[config.mk]
export PLATFORM = sky130hd
export DESIGN_NAME = ozphy_ts_gen
export DESIGN_NICKNAME = d
export VERILOG_FILES = /design/src/rtl/ozphy_ts_gen.sv
export SDC_FILE = /design/constraint.sdc
export NUM_CORES = 1
export LEC_CHECK = 0
export CORE_MARGIN = 2
export CORE_UTILIZATION = 63
export CTS_BUF_LIST = sky130_fd_sc_hd__clkbuf_4 sky130_fd_sc_hd__clkbuf_8 sky130_fd_sc_hd__clkbuf_16
export DETAILED_ROUTE_END_ITERATION = 16
export DONT_BUFFER_PORTS = 1
export GPL_TIMING_DRIVEN = 0
export PLACE_DENSITY = 0.79
export SLEW_MARGIN = 30
export SYNTH_ARGS = -nofsm -noshare
export SYNTH_HDL_FRONTEND = slang
export SYNTH_SLANG_ARGS = --single-unit
[constraint.sdc]
create_clock -name clk -period 4.06 [get_ports clk]
set_clock_uncertainty 0.1 [all_clocks]
set_input_delay 0.812 -clock clk [delete_from_list [all_inputs] [get_ports clk]]
set_output_delay 0.812 -clock clk [all_outputs]
set_load 0.03 [all_outputs]
[src/rtl/ozphy_ts_gen.sv]
// Per-lane TS1/TS2 ordered-set generator feeding the 8b/10b encoder.
// Emits NTS back-to-back 16-symbol sets per start; all outputs registered.
module ozphy_ts_gen #(
    parameter int          NTS     = 1024,
    parameter logic [7:0]  RATE_ID = 8'h02
) (
    input  logic        clk,
    input  logic        reset,
    input  logic        start,
    input  logic        abort,
    input  logic        ts_type,
    input  logic        link_pad,
    input  logic        lane_pad,
    input  logic [7:0]  link_num,
    input  logic [4:0]  lane_num,
    input  logic [7:0]  n_fts,
    output logic [7:0]  txdata,
    output logic        txdatak,
    output logic        tx_valid,
    output logic        busy,
    output logic        done,
    output logic [10:0] os_count
);

    typedef enum logic {IDLE, SEND} state_t;

    typedef struct packed {
        logic       ts_type;
        logic       link_pad;
        logic       lane_pad;
        logic [7:0] link_num;
        logic [4:0] lane_num;
        logic [7:0] n_fts;
    } ts_fields_t;

    localparam logic [10:0] LAST_OS = 11'(NTS);

    // Returns {K, data} for one symbol position of an ordered set.
    function automatic logic [8:0] ts_symbol(input logic [3:0] idx, input ts_fields_t f);
        logic [8:0] s;
        case (idx)
            4'd0:    s = {1'b1, 8'hBC};
            4'd1:    s = f.link_pad ? {1'b1, 8'hF7} : {1'b0, f.link_num};
            4'd2:    s = f.lane_pad ? {1'b1, 8'hF7} : {1'b0, 3'b000, f.lane_num};
            4'd3:    s = {1'b0, f.n_fts};
            4'd4:    s = {1'b0, RATE_ID};
            4'd5:    s = 9'h000;
            default: s = f.ts_type ? {1'b0, 8'h45} : {1'b0, 8'h4A};
        endcase
        return s;
    endfunction

    state_t      state, state_n;
    ts_fields_t  fld, fld_n, fld_in;
    logic [3:0]  sym_idx, idx_n;
    logic [10:0] cnt_n;
    logic [8:0]  sym_n;
    logic        valid_n, done_n;

    assign fld_in = '{ts_type, link_pad, lane_pad, link_num, lane_num, n_fts};
    assign busy   = (state == SEND);

    always_comb begin
        state_n = state;
        fld_n   = fld;
        idx_n   = sym_idx;
        cnt_n   = os_count;
        sym_n   = 9'h000;
        valid_n = 1'b0;
        done_n  = 1'b0;
        case (state)
            IDLE: begin
                if (start && !abort) begin
                    state_n = SEND;
                    fld_n   = fld_in;
                    idx_n   = 4'd0;
                    cnt_n   = 11'd0;
                    sym_n   = ts_symbol(4'd0, fld_in);
                    valid_n = 1'b1;
                end
            end
            SEND: begin
                if (abort) begin
                    state_n = IDLE;
                end else if (sym_idx == 4'd15 && os_count == LAST_OS) begin
                    state_n = IDLE;
                    done_n  = 1'b1;
                end else begin
                    // os_count already counts the set whose symbol 15 is on the wire
                    idx_n   = sym_idx + 4'd1;
                    sym_n   = ts_symbol(idx_n, fld);
                    valid_n = 1'b1;
                    if (idx_n == 4'd15) cnt_n = os_count + 11'd1;
                end
            end
            default: state_n = IDLE;
        endcase
    end

    always_ff @(posedge clk) begin
        if (reset) begin
            state    <= IDLE;
            fld      <= '0;
            sym_idx  <= 4'd0;
            os_count <= 11'd0;
            txdata   <= 8'h00;
            txdatak  <= 1'b0;
            tx_valid <= 1'b0;
            done     <= 1'b0;
        end else begin
            state    <= state_n;
            fld      <= fld_n;
            sym_idx  <= idx_n;
            os_count <= cnt_n;
            {txdatak, txdata} <= sym_n;
            tx_valid <= valid_n;
            done     <= done_n;
        end
    end

endmodule
==> metrics.md <==
| Metric | Value |
|---|---|
| Via count of the first global-routing pass | 1970 |
| R2r setup slk | 1.69 ns |
| DR vias/cell | 6.061 |
| Portion of total power attributed to sequential cells | 0.541 |
| Summed instance area of the synthesized netlist | 2392 sq um |
| Residual DRC count | 0 |
| Clock power frac | 0.387 |
| Worst supply voltage drop on vdd | 0.2313 mV |
| Detail Placement HPWL | 3978 um |
| Largest stage delay, worst path | 0.66 ns |
| Post-route antenna net violation count | 0 |
| Kind of end point of the critical path | register |
| Number of design-rule violations left by the first detailed-router iteration | 151 |
| Clock tree from TritonCTS | done |
| Hold crit path type | register to register |
| DIE AREA | 4306 sq um |
| Count of warnings emitted by yosys | 0 |
| RSZ-0062 raised after global routing | no |
| Fmax achieved | 422.4 MHz |
| Layout Area Growth over Synthesis | 7.584% |
| Placer congestion estimate | 0.9026 |
| Layout net count | 330 |
| Inserted Clock Buffers | 5 |
| Antenna violations before repair | 0 |
| Post-CTS Setup Inserts | 0 |
| Post-Synthesis Cells | 289 |
| Total power draw | 0.9636 mW |
| Via total after detailed routing | 2091 |
| Most frequent standard cell in the layout excluding fill and tap cells | nand2_1 |
| Count of inserted antenna diode cells | 0 |
| Areal power density over the cells | 374.4 nW/um^2 |
| Final routed wire length divided by cell count | 15.85 um |
| Switching Fraction | 0.2411 |
| Cell depth of the worst flop-to-flop path | 5 |
| Required time reported for the critical path endpoint | 4.16 ns |
| Leakage | 0.8846 nW |
| Aggregate negative setup slack | 0 ns |
| Share of the cycle needed by the critical path after routing | 0.5831 |
| Async set-reset flop share out of synthesis | 0 |
| Largest net degree at the start of global routing | 17 |
| Psw | 0.2323 mW |
| Worst path setup slack after routing | 1.693 ns |
| Commonest non-fill, non-tap cells in the layout | nand2_1 (60), dfxtp_1 (50), a21oi_1 (36), nor2_1 (16), clkbuf_1 (13) |
| Hold bufs inserted after CTS | 0 |
| Transition time at the pin with the least slew margin | 0.6766 ns |
| Count of boundary I/O pins | 51 |
| Post-placement cell area | 2452 sq um |
| Most used flip-flop cell after synthesis | dfxtp_1 |
| Netlist cell types | 54 |
| Worst slack, placed | 1.479 ns |
| Cell-by-cell trace of the critical path | nor3b_2 > a31oi_1 > a211oi_2 > nand3_1 > mux2_4 |
| Ratio of cells with drive above 1 in the final layout | 0.08418 |
| Height of the die | 65.62 um |
| Final number of setup-violating endpoints | 0 |
| Maximum level of the CTS H-tree | 2 |
| Min Hold Slack | 0.3600 ns |
| Hold Path Depth | 2 |
| Cell Rows | 22 |
| Root cell of the clock tree | clkbuf_8 |
| Post-route standard cell area excluding fillers | 2574 sq um |
| Cell-internal power | 0.7313 mW |
| Part of the Yosys area used for sequential elements | 0.4184 |
| Placeable core region | 3661 sq um |
| Cell with the biggest individual delay on the critical path | nor3b_2 |
| Clock sink total | 50 |
| Overall track demand over capacity in global routing | 0.2669 |
| Outcome | finished, final reports clean |
| EDFF count, synth | 0 |
| Post-CTS clock slew at the launch and capture registers of the worst setup and hold paths | 0.09 ns |
| Leading area contributor after synthesis | dfxtp_1 |
| Sum of routed wire length over all layers | 5468 um |
| Synth Register Bits | 50 |
| Final cell count without fillers | 345 |
| Quantity of gates resized following cts | 0 |
| Tightest slew margin relative to the limit | 0.5470 |
| Die width | 65.62 um |
| Starting Density | 0.6535 |
| Remaining global-route overflow | 0 |
| Final hold violation count | 0 |
| Top post-synthesis cells by area | dfxtp_1 (42%), nand2_1 (9.4%), a21oi_1 (7.5%) |
| Final worst path period need | 2.367 ns |
| First-pass GRT wire length | 8873 um |
| Count of port buffers added during placement | 0 |
| Max Root-Sink Buffers | 2 |
| DRT Pass-1 Iters | 4 |
| Largest driver fanout on the critical path | 10 |
| Clock latency on the worst-skew pair | 0.31 ns |
| Share of Yosys cell area claimed by the top area cell type | 0.4184 |
| Avg Synthesized Cell Area | 8.278 sq um |
| Critical Path Source Type | register |
| Combinational power share | 0.073 |
| Max Transition Viols Final | 0 |
| Critical setup path kind | register to register |
| Data arrival time of the worst path | 2.47 ns |
| Inst Count DP | 337 |
| Core utilization of the finished layout | 0.7030 |
| Max Cap Viol | 0 |
| Post-synth net total | 323 |
[power by group through the flow]
stage / registers [mW] / logic [mW] / clock network, mW
4_1_cts: 0.521 / 0.0693 / 0.374
5_1_grt: 0.523 / 0.0793 / 0.391
2_1_floorplan: 0.529 / 0.0539 / 0
3_5_place_dp: 0.532 / 0.0687 / 0
6_report: 0.521 / 0.0699 / 0.373
3_3_place_gp: 0.532 / 0.0671 / 0
[metal layers]
layer / up-vias / track usage / wire (um)
met5: - / 0 / 0
met4: 0 / 0.09896 / 102
met3: 13 / 0.06164 / 318
met2: 68 / 0.4457 / 2508
met1: 984 / 0.3341 / 2539
li1: 1026 / - / -
[critical path: cells and delay by family, from the launching register on]
family / cells / cell delay, ns
and+or+nand+nor: 2 / 0.80
AOI/OAI and AO/OA: 2 / 0.53
DFF: 1 / 0.49
muxes: 1 / 0.33
[final cells by class]
type	instances	area (sq um)
Clock inverter	2	38.79
Inverter	7	26.28
Buffer	18	78.83
Tap cell	48	60.06
Sequential cell	50	1001
Fill cell	305	1087
Multi-Input combinational cell	214	1286
Clock buffer	6	82.58
[synthesized netlist by cell type (2+ instances only)]
master	count
ha_1	6
o31ai_1	2
and3_1	2
o211ai_1	3
buf_4	2
nor2b_1	2
nor3_1	4
nor4_1	2
or3_1	2
mux2i_1	2
nand3_1	11
nand4_1	5
nor2_1	16
xnor2_1	4
a21oi_1	36
o21ai_0	11
and2_1	3
nand2_1	60
dfxtp_1	50
a22oi_1	2
a211oi_1	4
a31oi_1	6
xor2_1	3
buf_2	3
clkbuf_1	13
inv_1	7
[flip-flops by register name, indices dropped and copies added (netlist names)]
signal	cells
os_count	11
fld	24
done	1
sym_idx	4
busy	1
txdata	8
txdatak	1
[worst paths after layout]
path / start / end
setup / recovery: busy$_SDFF_PP0_ / os_count[10]$_SDFFE_PP0P_
hold / removal: fld[1]$_SDFFE_PP0P_ / fld[1]$_SDFFE_PP0P_
setup reg to reg: busy$_SDFF_PP0_ / os_count[10]$_SDFFE_PP0P_
hold reg to reg: fld[1]$_SDFFE_PP0P_ / fld[1]$_SDFFE_PP0P_
[kinds of logic after synthesis]
group | share of synthesized area
XOR/XNOR | 0.03714
buffers and inverters | 0.04393
multiplexers | 0.01464
flip-flops | 0.4184
adder cells (fa/ha/maj) | 0.03138
AO/OA/AOI/OAI | 0.2228
AND/OR/NAND/NOR | 0.2317
Note: power is estimated with default switching activity, not from simulation.
